==> src/rtl/cnn_pkg.sv <==
// Shared CNN datapath types and arithmetic helpers: saturating accumulator add
// and the requantization step used by every layer output path.
package cnn_pkg;

    localparam int IN_W  = 28;
    localparam int OUT_W = 14;

    typedef logic signed [IN_W-1:0]  acc_t;
    typedef logic signed [OUT_W-1:0] sample_t;

    // OUT_W limits expressed at accumulator width; the minimum is the bitwise inverse of the maximum
    localparam acc_t OUT_MAX_EXT = IN_W'((1 << (OUT_W - 1)) - 1);
    localparam acc_t OUT_MIN_EXT = ~OUT_MAX_EXT;

    function automatic acc_t sat_add(input acc_t a, input acc_t b);
        logic signed [IN_W:0] s;
        s = {a[IN_W-1], a} + {b[IN_W-1], b};
        if (s[IN_W] != s[IN_W-1]) begin
            return s[IN_W] ? {1'b1, {(IN_W-1){1'b0}}} : {1'b0, {(IN_W-1){1'b1}}};
        end
        return s[IN_W-1:0];
    endfunction

    function automatic sample_t requant(input acc_t x, input logic relu_en, input int unsigned shift);
        acc_t r;
        acc_t s;
        r = (relu_en && x[IN_W-1]) ? '0 : x;
        s = r >>> shift;
        if (s > OUT_MAX_EXT) begin
            s = OUT_MAX_EXT;
        end else if (s < OUT_MIN_EXT) begin
            s = OUT_MIN_EXT;
        end
        return s[OUT_W-1:0];
    endfunction

endpackage

==> src/rtl/adder_tree_result_drain_result_fifo.sv <==
// Synchronous show-ahead FIFO; the head word is presented whenever not empty
// and reads as zero when empty. A pop on a full FIFO frees room for a same-cycle push.
module result_fifo
    import cnn_pkg::*;
#(
    parameter int DATA_W = OUT_W,
    parameter int DEPTH  = 8
) (
    input  logic                       clk,
    input  logic                       reset,
    input  logic                       i_push,
    input  logic [DATA_W-1:0]          i_data,
    input  logic                       i_pop,
    output logic [DATA_W-1:0]          o_data,
    output logic [$clog2(DEPTH):0]     o_count,
    output logic                       o_full,
    output logic                       o_empty
);

    localparam int AW = $clog2(DEPTH);
    localparam int CW = AW + 1;

    logic [DATA_W-1:0] r_mem [DEPTH];
    logic [AW-1:0]     r_wr;
    logic [AW-1:0]     r_rd;
    logic [CW-1:0]     r_count;
    logic              w_pop;
    logic              w_push;

    assign o_full  = (r_count == CW'(DEPTH));
    assign o_empty = (r_count == '0);
    assign o_count = r_count;
    assign o_data  = o_empty ? '0 : r_mem[r_rd];

    assign w_pop  = i_pop & ~o_empty;
    assign w_push = i_push & (~o_full | w_pop);

    always_ff @(posedge clk) begin
        if (reset) begin
            r_wr    <= '0;
            r_rd    <= '0;
            r_count <= '0;
        end else begin
            if (w_push) begin
                r_wr <= r_wr + 1'b1;
            end
            if (w_pop) begin
                r_rd <= r_rd + 1'b1;
            end
            case ({w_push, w_pop})
                2'b10:   r_count <= r_count + 1'b1;
                2'b01:   r_count <= r_count - 1'b1;
                default: r_count <= r_count;
            endcase
        end
    end

    always_ff @(posedge clk) begin
        if (w_push) begin
            r_mem[r_wr] <= i_data;
        end
    end

endmodule

==> src/rtl/adder_tree_result_drain.sv <==
// Drains the pipelined adder tree: tags which tree slots hold real sums, captures
// each once, biases/requantizes it and buffers it behind a credit-guarded stream.
module adder_tree_result_drain
    import cnn_pkg::*;
#(
    parameter int unsigned FRAC_SHIFT = 7,
    parameter int          TREE_LAT   = 3,
    parameter int          FIFO_DEPTH = 8
) (
    input  logic                          clk,
    input  logic                          reset,
    input  logic                          en_adders,
    input  logic                          clear_adders,
    input  logic                          tree_issue,
    input  logic signed [IN_W-1:0]        tree_sum,
    input  logic signed [IN_W-1:0]        bias,
    input  logic                          relu_en,
    output logic                          issue_ok,
    output logic signed [OUT_W-1:0]       out_data,
    output logic                          out_valid,
    input  logic                          out_ready,
    output logic [$clog2(FIFO_DEPTH):0]   fifo_count,
    output logic                          overflow
);

    // Enough headroom for every tree slot, the P1 register and a full FIFO
    localparam int OUTS_W = $clog2(FIFO_DEPTH + TREE_LAT + 2) + 1;

    logic [TREE_LAT-1:0]        r_tag;
    logic                       r_taken;
    logic                       w_take;
    logic [TREE_LAT-1:0]        w_tag_live;

    acc_t                       r_sum_p1;
    logic                       r_vld_p1;
    sample_t                    w_data_p2;

    logic                       w_fifo_full;
    logic                       w_fifo_empty;
    logic [$clog2(FIFO_DEPTH):0] w_fifo_count;
    logic [OUT_W-1:0]           w_fifo_data;
    logic                       w_pop;
    logic                       w_drop;
    logic                       r_overflow;
    logic [OUTS_W-1:0]          w_outstanding;

    // The final tree slot may be held for many cycles while en_adders is low;
    // taken keeps that stalled result from being captured twice.
    assign w_take = r_tag[TREE_LAT-1] & ~r_taken;

    always_ff @(posedge clk) begin
        if (reset || clear_adders) begin
            r_tag   <= '0;
            r_taken <= 1'b0;
        end else if (en_adders) begin
            r_tag   <= {r_tag[TREE_LAT-2:0], tree_issue};
            r_taken <= 1'b0;
        end else if (w_take) begin
            r_taken <= 1'b1;
        end
    end

    // ---- P1: bias add on the captured tree sum ----
    always_ff @(posedge clk) begin
        if (reset) begin
            r_vld_p1 <= 1'b0;
        end else begin
            r_vld_p1 <= w_take;
        end
    end

    always_ff @(posedge clk) begin
        if (w_take) begin
            r_sum_p1 <= sat_add(tree_sum, bias);
        end
    end

    // ---- P2: requantize straight into the FIFO write port ----
    assign w_data_p2 = requant(r_sum_p1, relu_en, FRAC_SHIFT);

    assign w_pop  = out_valid & out_ready;
    assign w_drop = r_vld_p1 & w_fifo_full & ~w_pop;

    result_fifo #(
        .DATA_W (OUT_W),
        .DEPTH  (FIFO_DEPTH)
    ) u_fifo (
        .clk     (clk),
        .reset   (reset),
        .i_push  (r_vld_p1),
        .i_data  (w_data_p2),
        .i_pop   (out_ready),
        .o_data  (w_fifo_data),
        .o_count (w_fifo_count),
        .o_full  (w_fifo_full),
        .o_empty (w_fifo_empty)
    );

    always_ff @(posedge clk) begin
        if (reset) begin
            r_overflow <= 1'b0;
        end else if (w_drop) begin
            r_overflow <= 1'b1;
        end
    end

    // Credit: every result that will eventually need a FIFO slot
    assign w_tag_live = r_tag & ~{r_taken, {(TREE_LAT-1){1'b0}}};

    always_comb begin
        w_outstanding = OUTS_W'(r_vld_p1) + OUTS_W'(w_fifo_count);
        for (int k = 0; k < TREE_LAT; k++) begin
            w_outstanding = w_outstanding + OUTS_W'(w_tag_live[k]);
        end
    end

    assign issue_ok   = (w_outstanding < OUTS_W'(FIFO_DEPTH));
    assign out_data   = w_fifo_data;
    assign out_valid  = ~w_fifo_empty;
    assign fifo_count = w_fifo_count;
    assign overflow   = r_overflow;

endmodule

==> config.mk <==
export PLATFORM = sky130hd
export DESIGN_NAME = adder_tree_result_drain
export DESIGN_NICKNAME = d
export VERILOG_FILES = /design/src/rtl/cnn_pkg.sv /design/src/rtl/adder_tree_result_drain_result_fifo.sv /design/src/rtl/adder_tree_result_drain.sv
export SDC_FILE = /design/constraint.sdc
export NUM_CORES = 1
export LEC_CHECK = 0
export CORE_MARGIN = 1.5
export CORE_UTILIZATION = 56
export CTS_BUF_LIST = sky130_fd_sc_hd__clkbuf_8 sky130_fd_sc_hd__clkbuf_16
export DETAILED_ROUTE_END_ITERATION = 8
export GPL_TIMING_DRIVEN = 0
export PLACE_DENSITY = 0.8
export SYNTH_ARGS = -nofsm -noshare
export SYNTH_HDL_FRONTEND = slang
export SYNTH_SLANG_ARGS = --single-unit
==> constraint.sdc <==
create_clock -name clk -period 3.5 [get_ports clk]
set_input_delay 0.7 -clock clk [delete_from_list [all_inputs] [get_ports clk]]
set_output_delay 0.7 -clock clk [all_outputs]
set_load 0.05 [all_outputs]
* Word level (Yosys, flattened, before mapping)
Memory sizes are Yosys's and may differ from the RTL's. A register that Yosys moved wholly into a read port is not among the register bits.
Index checks and enable logic that the tools add are counted.
W data, S select, Z words.
** Storage, ports and cells
- Bits in registers :: 44
- RAM bits :: 112
- Bits of input ports :: 63
- Output and inout port bits :: 21
- Logic and storage cells :: 56
- Memories :: 1
** Memories
- u_fifo.r_mem :: words 8, bits a word 14, rd ports 1, clocked after memory_dff 1, wr ports 1, line adder_tree_result_drain_result_fifo.sv:23 : logic [DATA_W-1:0] r_mem [DEPTH];
** Operators by class
- Add/sub/neg operators :: 9
- $lt $le $gt $ge :: 3
- Eq/ne operators :: 4
- Multiplexer cells :: 14
- Bitwise operators :: 12
- Reduce and logical (&&, ||, !) cells :: 5
** Operators with widths (number)
- $mux W28 :: 4
- $mux W14 :: 3
- $add A28 B28 Y29 :: 1
- $gt A21 B14 Y1 const B :: 1
- $lt A21 B14 Y1 const B :: 1
- $add A5 B1 Y5 :: 3
- $pmux W4 S2 :: 1
- $add A3 B1 Y3 const B :: 2
- $mux W3 :: 2
- $add A1 B4 Y5 :: 1
- $and A1 B1 Y1 :: 5
- $lt A5 B4 Y1 const B :: 1
- $add A4 B1 Y4 const B :: 1
- $eq A4 B4 Y1 const B :: 1
- $logic_not A4 Y1 :: 1
- $mux W1 :: 4
- $not A1 Y1 :: 4
- $sub A4 B1 Y4 const B :: 1
- $and A3 B3 Y3 :: 1
- $not A3 Y3 :: 1
- $eq A2 B1 Y1 const B :: 1
- $eq A2 B2 Y1 const B :: 1
- $reduce_bool A2 Y1 :: 1
- $reduce_or A2 Y1 :: 1
- 4 further kinds :: 4

* Logic depth before layout (Yosys ltp)
- Depth after elaboration :: 7
- Mapped depth :: 12
- Depth with buffers taken out :: 11

* Cells and area by module
From an unflattened synthesis, not the netlist that was laid out.
** Unflattened totals
- Cells, all modules :: 529
- Area total of the unflattened synthesis :: 7518.5 um2
** Modules (own cells, without submodules)
- result_fifo :: instances 1, cells an instance 259, area an instance 4989.8 um2, seq. area each 3623.5 um2
- adder_tree_result_drain :: instances 1, cells an instance 270, area an instance 2528.7 um2, seq. area each 750.7 um2

* Worst setup path after synthesis
OpenSTA, ideal clock, no wires.
- Kind :: in2reg
- Start :: in tree_sum[20]
- End :: reg r_sum_p1[10] (data pin)
- Library setup time :: 277 ps
- Arrival :: 2670 ps
- Data required time :: 3223 ps
- Slack :: 553 ps
- Stages :: 12
- Buffers on the path :: 2
- Cell sequence :: ha_1 > buf_6 > a21o_1 > a2111oi_2 > o21ai_1 > nor3_2 > nand3_1 > nand2_2 > nor2_1 > a21boi_4 > buf_6 > o21ai_0
** On the way
- Word-level cells in the longest chain between the ends :: 5
- Elaborated cells between the ends (all ways) :: 7
- Those cells by class :: 1 x add/sub; 1 x eq/ne; 5 x mux
** Ends and longest elaborated chain
- start, declared :: line adder_tree_result_drain.sv:15 : input logic signed [IN_W-1:0] tree_sum,
- $add A28 B28 Y29 * :: line cnn_pkg.sv:17 : s = {a[IN_W-1], a} + {b[IN_W-1], b};
- $ne A1 B1 Y1 :: line cnn_pkg.sv:18 : if (s[IN_W] != s[IN_W-1]) begin
- $mux W1 :: line cnn_pkg.sv:18
- $mux W1 :: line adder_tree_result_drain.sv:73 : if (w_take) begin
- $mux W28 * :: line cnn_pkg.sv:21 : return s[IN_W-1:0];
- end signal, assigned :: line adder_tree_result_drain.sv:74 : r_sum_p1 <= sat_add(tree_sum, bias);
- end, declared :: line adder_tree_result_drain.sv:34 : acc_t r_sum_p1;
Mark *: on every way between the ends. The rest lies on a longest branch, timed or not. The select of a mux whose other input is x is not followed.
A chain may end at the register's enable or synchronous reset.

==> summary by stage <==
Worst setup path
Data on the critical path is required at its endpoint by 2.80 ns. The cell type group with the largest total delay on the critical path is buffers and inverters. On the worst path, the slowest cell contributes a delay of 0.64 ns. STA classifies the critical path endpoint as an output port. The library cell contributing the largest single delay on the critical path is dfxtp_1. Data on the critical path arrives at its endpoint at 2.62 ns. The critical path goes through clkbuf_2 -> mux4_2 -> mux2i_1 -> nor2_1 -> dlygate4sd2_1. The worst setup path is launched from a flip-flop. The critical path contains buffers and inverters numbering 2 combined.

The setup path with the least slack is of type flip-flop to output port. The reg-to-reg setup timing slack is 0.73 ns. The largest driver fanout on the critical path is 10.

Synthesis
Yosys printed 0 warnings. Summing every instance area after synthesis gives 7160 µm². The cell count after synthesis is 493.

The per-instance average area after synthesis is 14.5 µm². In the synthesized netlist the dominant register cell turns out to be edfxtp_1. The number of unique standard cell types used by synthesis is 52. Synthesis produced a netlist with a net count of 592.

The number of flip-flops and latches in the synthesized netlist is 152. The share of flip-flops with an asynchronous set or reset after synthesis is 0. Yosys mapped a number of flops with a built-in enable equal to 133. The sequential fraction of the synthesis area is 0.611.

Pwr
The overall power after layout is 0.00404 W. The peak supply drop is 0.000350 V. The power density normalized to cell area is 457 nW/µm². For this design the static power due to leakage is 3.19 nW.

Timing
The relative slew slack is 0.320. The final max-slew violation count is 0. The transition time at the pin with the least slew margin is 1.01 ns. The final-report hold violation count is 0.

The maximum frequency from static timing analysis is 0.302 GHz. The final worst-path cycle share is 0.947. The clock tree skew after final layout is 0.00766 ns. The smallest clock period supported by the final layout is computed as 3.32 ns. Setup repair after global routing left no endpoint under its margin. The number of failing setup endpoints in the final timing report is 0.

CTS
The number of buffers inserted by post-CTS setup repair is 0. In this run the deepest clock path goes through 2 buffers. The clock transition at the register clock pins on the worst setup and hold paths after CTS is 0.06 ns. The clock insertion delay at the later pin of the skew report is 0.42 ns. The number of levels in the clock H-tree is 4. TritonCTS built the clock tree. Clock tree synthesis selected as its root buffer the cell clkbuf_16. The number of buffers inserted during clock tree synthesis is 17. Once the clock tree was built, the resizer swapped 21 gates to a different size.

After clock tree synthesis, the flow added hold-fix buffers numbering 0. The number of sinks on the clock net is 152.

Global route
The met2 track utilization from global routing is 0.415. Entering global routing, the biggest net connects 24 pins. For this run, the total global-route usage over all layers was measured as 0.229. The via count of the first global-routing pass came to 4643.

The initial antenna violation count was 0. The first global-routing pass estimated 23.0 mm of wire. For met3 alone, demand over resource in global routing was 0.0477. For met1 alone, demand over resource in global routing was 0.280. The most used routing layer is met2. For this run the aggregate overflow at the end of global routing stands at 0.

Floorplanning
The number of I/O pins is 84. Row generation in the floorplan step produced 41 rows. The floorplan step defined a die boundary enclosing 13500 µm². The vertical die dimension is 116 µm.

The standard cell core area is 12600 µm². The die extent in x is 116 µm. The initial core utilization is 0.570.

Placed design
The count of buffers from port buffering is 82. At the end of routability-driven placement, the weighted congestion stood at 0.809. The half-perimeter wire length after detailed placement is 10.2 mm.

Detailed routing
The pre-antenna-repair detailed-routing pass consisted of 5 iterations. Summing over every cut layer, the via total after detailed routing is 4557. The count of unresolved DRC violations after routing is 0. For this block, the initial DRC count from the detailed router was 378. The final routed wire length divided by cell count is 18.5 µm. The detail-routed via count per cell is 5.83. The remaining antenna violation count is 0.

The final routed wirelength across all metal layers is 14.5 mm.

Status
The flow ran to the end, and the final reports show no timing, DRC or antenna violations.

Worst hold path
In this run the worst hold path is classified as flip-flop to flip-flop.

Finish
The count of inserted antenna diode cells is 0. The multi-input combinational cells in the finished layout cover a total of 2710 µm². Measured on the finished design, the core utilization comes to 0.703. Across the whole layout, storage elements account for 4380 µm².

The area added between synthesis and finish is 23.4%. The library cell used most frequently in the layout, excluding fill and tap cells, is edfxtp_1. The top cell types in the final layout, fill and taps aside, are edfxtp_1, clkdlybuf4s50_1, a21oi_1. The count of filler cells inserted in the layout is 832. Of the cells placed in the final design, the portion with a size suffix greater than 1 is 0.148. The number of nets in the layout is 695.

Flow run
The tool flagged a number of max-cap violations equal to 0.
logic make-up after synthesis:
kind of cell             Yosys count  synth area share
adder cells (fa/ha/maj)           36            0.0650
AND/OR/NAND/NOR                  111            0.0756
buffers and inverters             25            0.0166
multiplexers                      46             0.113
XOR/XNOR                          24            0.0293
AO/OA/AOI/OAI                     99            0.0898
flip-flops                       152             0.611
worst paths after layout:
path / cells past startpoint / end / from
max: 5 / out_data[13] / flip-flop
min: 2 / overflow / overflow
max reg2reg: 9 / u_fifo.o_count[3] / u_fifo.o_count[0]
min reg2reg: 2 / overflow / overflow
routing by layer:
metal  wire (µm)  up-vias  share of wire
met1        5940     2227           0.41
met5           0        -              0
met3         923       19          0.064
met4         173        0          0.012
li1            -     2126              -
met2        7450      185           0.51
power breakdown:
part / switching (W) / internal, W
Sequential: 0.000000924 / 0.00196
Combinational: 0.000170 / 0.000181
Clock: 0.000689 / 0.00103
per-stage QoR:
stage                     setup TNS (ns)  area, µm²  hold WS [ns]  std cells  setup slack (ns)
after floorplan                        0       7160         0.462        493             0.553
after global placement            -11.70       8200         0.474        747            -0.296
after detailed placement           -5.30       8250         0.482        751            -0.287
after CTS                              0       8820         0.498        781            0.0132
after global routing                   0       8840         0.513        781            0.0218
final                                  0       8840         0.500        781             0.184
synth_stat cells, drive strengths merged (2+ instances only):
cell | number | area (µm²)
nand2b | 6 | 37.5
dfxtp | 19 | 380
and3 | 3 | 18.8
mux4 | 28 | 631
or3 | 2 | 12.5
a21oi | 40 | 200
o221ai | 2 | 17.5
fa | 2 | 40.0
o21ai | 16 | 83.8
nand2 | 17 | 66.3
nand4 | 2 | 12.5
inv | 9 | 33.8
nand3b | 3 | 22.5
nand3 | 10 | 50.1
o21a | 3 | 22.5
edfxtp | 133 | 3990
a21o | 24 | 181
mux2i | 18 | 180
nor4 | 5 | 31.3
xor2 | 15 | 131
nor2 | 41 | 154
clkbuf | 10 | 37.5
ha | 34 | 425
buf | 6 | 47.5
and2 | 4 | 26.3
nor2b | 5 | 31.3
a31oi | 3 | 18.8
xnor2 | 9 | 78.8
nor3 | 10 | 55.1
registers in the layout (all words and copies together), names as in the netlist, named ones only:
| name | flops |
|---|---|
| overflow | 1 |
| r_sum_p1 | 21 |
| r_tag | 3 |
| r_taken | 1 |
| r_vld_p1 | 1 |
| u_fifo.o_count | 4 |
| u_fifo.r_mem | 112 |
| u_fifo.r_rd | 3 |
| u_fifo.r_wr | 3 |
worst reg2reg max path, delay by kind of cell, from the launching register on:
family                   cells  cell delay (ns)
adder cells (fa/ha/maj)      2             0.57
flip-flops                   1             0.41
AO/OA/AOI/OAI                3             0.52
XOR/XNOR                     1             0.10
AND/OR/NAND/NOR              3             1.10
final cells by class:
cell class	instances	area share
Sequential cell	152	0.495
Multi-Input combinational cell	316	0.306
Timing Repair Buffer	86	0.0962
Clock buffer	17	0.0481
Tap cell	172	0.0243
Clock inverter	15	0.0156
Buffer	14	0.0106
Inverter	9	0.00382
Power figures use the tool's default switching activity.
==> variant 1 (config.mk and constraints unchanged) <==
Set the package constant `IN_W` to 56 (it was 28).
--- a/src/rtl/cnn_pkg.sv
+++ b/src/rtl/cnn_pkg.sv
@@ -2,7 +2,7 @@
 // and the requantization step used by every layer output path.
 package cnn_pkg;
 
-    localparam int IN_W  = 28;
+    localparam int IN_W  = 56;
     localparam int OUT_W = 14;
 
     typedef logic signed [IN_W-1:0]  acc_t;
Ports: changed (resized bias and tree_sum); port bits go from 84 to 140. No check against the original RTL was run, so the function may have changed too.
==> variant 1 against the original RTL <==
The flow now finishes with violations (negative setup slack); sequential power rose by 19%; via count rose by 61%; core utilization increased by 4.4 points; worst hold slack got worse by 0.0053 ns; area after synthesis increased by 38%; final area grew 46%; total power up 34%; synthesized cell count rose by 61%; largest power group unchanged; routed wire length increased by 64%; setup slack got worse by 0.20 ns; sequential cell count up 28; count of clock-buffer cells in the layout up 1.
==> variant 1: results (changes against the original RTL) <==
Parameter                              Value

Global route
  Met3 usage ... 3.67% (-1.1 points)
  Maximum number of pins on one net before global-route repair ... 31 (+29%)
  Met2 Resource Use GR ... 44.1% (+2.6 points)
  Overall routing resource usage ... 25.8% (+2.9 points)
  Met1 Usage GRT ... 33.4% (+5.3 points)
  Vias in the first global route ... 7026 (+51%)
  Number of antenna violations at the first check in global routing ... 1 (+1)

Worst setup path
  Delay contributed by the slowest stage of the critical path ... 0.50 ns (-0.14 ns)
  Crit path capture ... r_sum_p1[45]
  Endpoint of the worst-slack reg-to-reg timing path ... u_fifo.r_mem[1][7]
  Reg2Reg Launch Point ... r_sum_p1[25]
  Maximum fanout encountered on the critical timing path ... 8 (-2)

Placed design
  Placed cell areas ... 0.0116 mm^2 (+41%)
  Number of buffers added on ports ... 138 (+68%)
  Worst slack, placed ... -0.719 ns (-0.432 ns)
  Placer's final routability congestion estimate ... 0.930 (+15%)
  HPWL Detailed ... 16000 um (+57%)
  Cell Count Post-Placement ... 1162 (+55%)

Pwr
  Total internal power ... 4.12 mW (+30%)
  Peak VDD IR ... 375 uV (+7.3%)

Timing
  Worst slew slack as a fraction of its limit ... 30.1% (-2.0 points)
  Endpoints failing setup ... 5 (+5)
  Worst clock skew ... 0.00816 ns (+0.000506 ns)
  Worst hold slack after final layout ... 0.494 ns (-0.00527 ns)
  Sum of negative setup slack ... -0.0326 ns (-0.0326 ns)
  Worst setup slack after layout ... -0.0108 ns (-0.195 ns)

Route
  Routed wl met2 ... 12100 um (+62%)
  Drt first-iter violations ... 498 (+32%)
  Average wire per standard cell ... 19.6 um (+5.5%)
  Total via count after detailed routing ... 7323 (+61%)
  Number of detailed-routing iterations run before antenna repair ... 7 (+2)
  Final wirelength ... 23700 um (+64%)

Synth
  Synthesized-area fraction occupied by adder cells ... 8.28% (+1.8 points)
  Number of synthesized flops with an enable pin ... 161 (+21%)
  Share of the yosys chip area belonging to registers ... 52.9% (-8.1 points)
  Cell types with the highest counts after synthesis ... sky130_fd_sc_hd__edfxtp_1, sky130_fd_sc_hd__o21ai_0, sky130_fd_sc_hd__ha_1
  Biggest area contributors in the synthesized netlist ... sky130_fd_sc_hd__edfxtp_1, sky130_fd_sc_hd__ha_1, sky130_fd_sc_hd__mux4_2
  Post-synthesis xor/xnor area fraction ... 4.36% (+1.4 points)
  Multiplexer share of the synthesized area ... 8.23% (-3.1 points)
  Compound-cell area share of the yosys netlist ... 14.5% (+5.5 points)

Clock tree
  Post-CTS repair timing setup buffer count ... 12 (+12)
  Count of cells resized by post-cts repair ... 67 (+220%)

Outcome
  Violated checks ... negative setup slack
  Run status ... finished, violations left

Final layout
  Area occupied by registers ... 0.00522 mm^2 (+19%)
  Final-layout fill cell count ... 1060 (+27%)
variant 1: cell count changes after synthesis, sizes merged, moves of 8 or more:
cell and delta:
edfxtp +28, ha +28, o21ai +65, nor2 +17, nor4 +8, inv +19
a21oi +24, nand4 +12, nand2 +20, xnor2 +19
variant 1: area by class of cell:
cell class	count	share of cell area, %
Sequential cell	180	40.5
Multi-Input combinational cell	558	37.0
Timing Repair Buffer	163	12.8
Clock buffer	18	3.41
Tap cell	225	2.19
Clock inverter	14	1.75
Buffer	25	1.49
Inverter	28	0.816
Antenna cell	1	0.0194
variant 1: power groups by stage:
| stage | Clock [mW] | Sequential (mW) | Combinational [mW] |
|---|---|---|---|
| 2_1_floorplan | 0 | 2.40 | 0.530 |
| 3_3_place_gp | 0 | 2.40 | 0.786 |
| 3_5_place_dp | 0 | 2.40 | 0.795 |
| 4_1_cts | 2.11 | 2.35 | 0.862 |
| 5_1_grt | 2.19 | 2.35 | 1.04 |
| 6_report | 2.12 | 2.35 | 0.956 |
==> variant 2 (same settings) <==
Made on the original files. Reset style: asynchronous (`reset`), changed in 3 clocked blocks.
--- a/src/rtl/adder_tree_result_drain_result_fifo.sv
+++ b/src/rtl/adder_tree_result_drain_result_fifo.sv
@@ -35,7 +35,7 @@
     assign w_pop  = i_pop & ~o_empty;
     assign w_push = i_push & (~o_full | w_pop);
 
-    always_ff @(posedge clk) begin
+    always_ff @(posedge clk or posedge reset) begin
         if (reset) begin
             r_wr    <= '0;
             r_rd    <= '0;
--- a/src/rtl/adder_tree_result_drain.sv
+++ b/src/rtl/adder_tree_result_drain.sv
@@ -61,7 +61,7 @@
     end
 
     // ---- P1: bias add on the captured tree sum ----
-    always_ff @(posedge clk) begin
+    always_ff @(posedge clk or posedge reset) begin
         if (reset) begin
             r_vld_p1 <= 1'b0;
         end else begin
@@ -96,7 +96,7 @@
         .o_empty (w_fifo_empty)
     );
 
-    always_ff @(posedge clk) begin
+    always_ff @(posedge clk or posedge reset) begin
         if (reset) begin
             r_overflow <= 1'b0;
         end else if (w_drop) begin
Check against the original RTL: differs if reset is asserted again (counterexample within 10 cycles, from zero or initial values and one cycle with reset high); with reset held inactive, the same outputs for 10 cycles.
==> variant 2 against the original RTL <==
Final area grew 3.5%; synthesized cell count up 6.7%; setup slack worse by 0.056 ns; cell count up 5.0%; routed wire length is 5.4% higher; area after synthesis is 2.8% higher; sequential cell count shrank 3.
Power is not compared: it rests on default switching activity, and its combinational part moved more than twofold at a synthesized area within 25%.
==> variant 2: results (changes against the original RTL) <==
Parameter                              Value

Worst setup path
  Master of the slowest instance on the critical path ... sky130_fd_sc_hd__clkdlybuf4s50_1
  R2r worst-path depth ... 11 (+2)
  Endpoint of the worst-slack reg-to-reg timing path ... u_fifo.o_count[3]
  Flop-to-flop setup slack ... 0.82 ns (+0.09 ns)
  Delay contributed by the slowest stage of the critical path ... 0.73 ns (+0.09 ns)
  Crit path capture ... out_data[2]
  Critical Path AT ... 2.67 ns (+0.05 ns)

Synth
  Compound-cell area share of the yosys netlist ... 10.2% (+1.2 points)
  Biggest area contributors in the synthesized netlist ... sky130_fd_sc_hd__edfxtp_1, sky130_fd_sc_hd__mux4_2, sky130_fd_sc_hd__ha_1
  Share of the yosys chip area belonging to registers ... 59.4% (-1.7 points)
  Post-synthesis xor/xnor area fraction ... 2.97% (+0.038 points)
  Async set-or-reset flop fraction in the synthesized netlist ... 8.05% (+8.1 points)
  Synthesized net count ... 625 (+5.6%)
  Per-instance average area after synthesis ... 14.0 um^2 (-3.6%)
  Number of distinct library cells after synthesis ... 57 (+9.6%)

Global route
  Met2 Resource Use GR ... 41.0% (-0.48 points)
  Vias in the first global route ... 4830 (+4.0%)
  Overall routing resource usage ... 22.9% (-0.043 points)
  Met3 usage ... 4.17% (-0.61 points)
  Maximum number of pins on one net before global-route repair ... 22 (-8.3%)
  Met1 Usage GRT ... 27.9% (-0.14 points)
  First-pass GRT wire length ... 24300 um (+5.8%)

Placed design
  Placer's final routability congestion estimate ... 0.860 (+6.3%)
  Placed cell areas ... 0.00851 mm^2 (+3.2%)
  Number of buffers added on ports ... 83 (+1.2%)

Final layout
  Proportion of final cell area spent on non-clock buffers ... 11.4% (+0.68 points)
  Multi-input comb cells ... 336 (+6.3%)
  Final-layout fill cell count ... 853 (+2.5%)
  Repair and plain buffers ... 115 (+15%)
  Fin nets ... 734 (+5.6%)
  Fraction of area in clock buffers and inverters ... 6.70% (+0.33 points)
  Fraction of final layout cells sized beyond drive strength 1 ... 16.0% (+1.3 points)
  Area occupied by registers ... 0.00437 mm^2 (about the same)

Route
  Drt first-iter violations ... 380 (+0.53%)
  Number of detailed-routing iterations run before antenna repair ... 8 (+3)
  Via density ... 5.86 (+0.36%)
  Average wire per standard cell ... 18.6 um (+0.37%)
  M1 WL ... 5930 um (about the same)
  Amount of wire on met3 after detailed routing ... 972 um (+5.3%)
  Routed wl met2 ... 8060 um (+8.1%)

Timing
  Worst clock skew ... 0.00523 ns (-0.00242 ns)
  Worst slew slack as a fraction of its limit ... 36.9% (+4.9 points)

Clock tree
  Clock tree sinks ... 149 (-2.0%)

Outcome
  Run status ... completed

Pwr
  Reported net switching power ... 2.18 mW
## variant 2: how the worst min path moves through the flow
| stage | slack, ns | end | start | cells after the start |
|---|---|---|---|---|
| after floorplan | 0.45 | r_taken | r_taken | 2 |
| after global placement | 0.46 | overflow | overflow | 1 |
| after detailed placement | 0.47 | r_vld_p1 | r_taken | 1 |
| after CTS | 0.48 | r_vld_p1 | r_taken | 1 |
| after global routing | 0.50 | r_vld_p1 | r_taken | 1 |
| final | 0.47 | r_vld_p1 | r_taken | 1 |
## variant 2: per-stage QoR
step | setup WS (ns) | utilization, % | cells | hold slack (ns)
after floorplan | 0.279 | - | 526 | 0.453
after global placement | -0.509 | 66.1 | 781 | 0.461
after detailed placement | -0.0888 | 66.9 | 788 | 0.465
after CTS | 0.00772 | 71.8 | 820 | 0.475
after global routing | 0.0210 | 71.9 | 820 | 0.499
final | 0.129 | 71.9 | 820 | 0.473
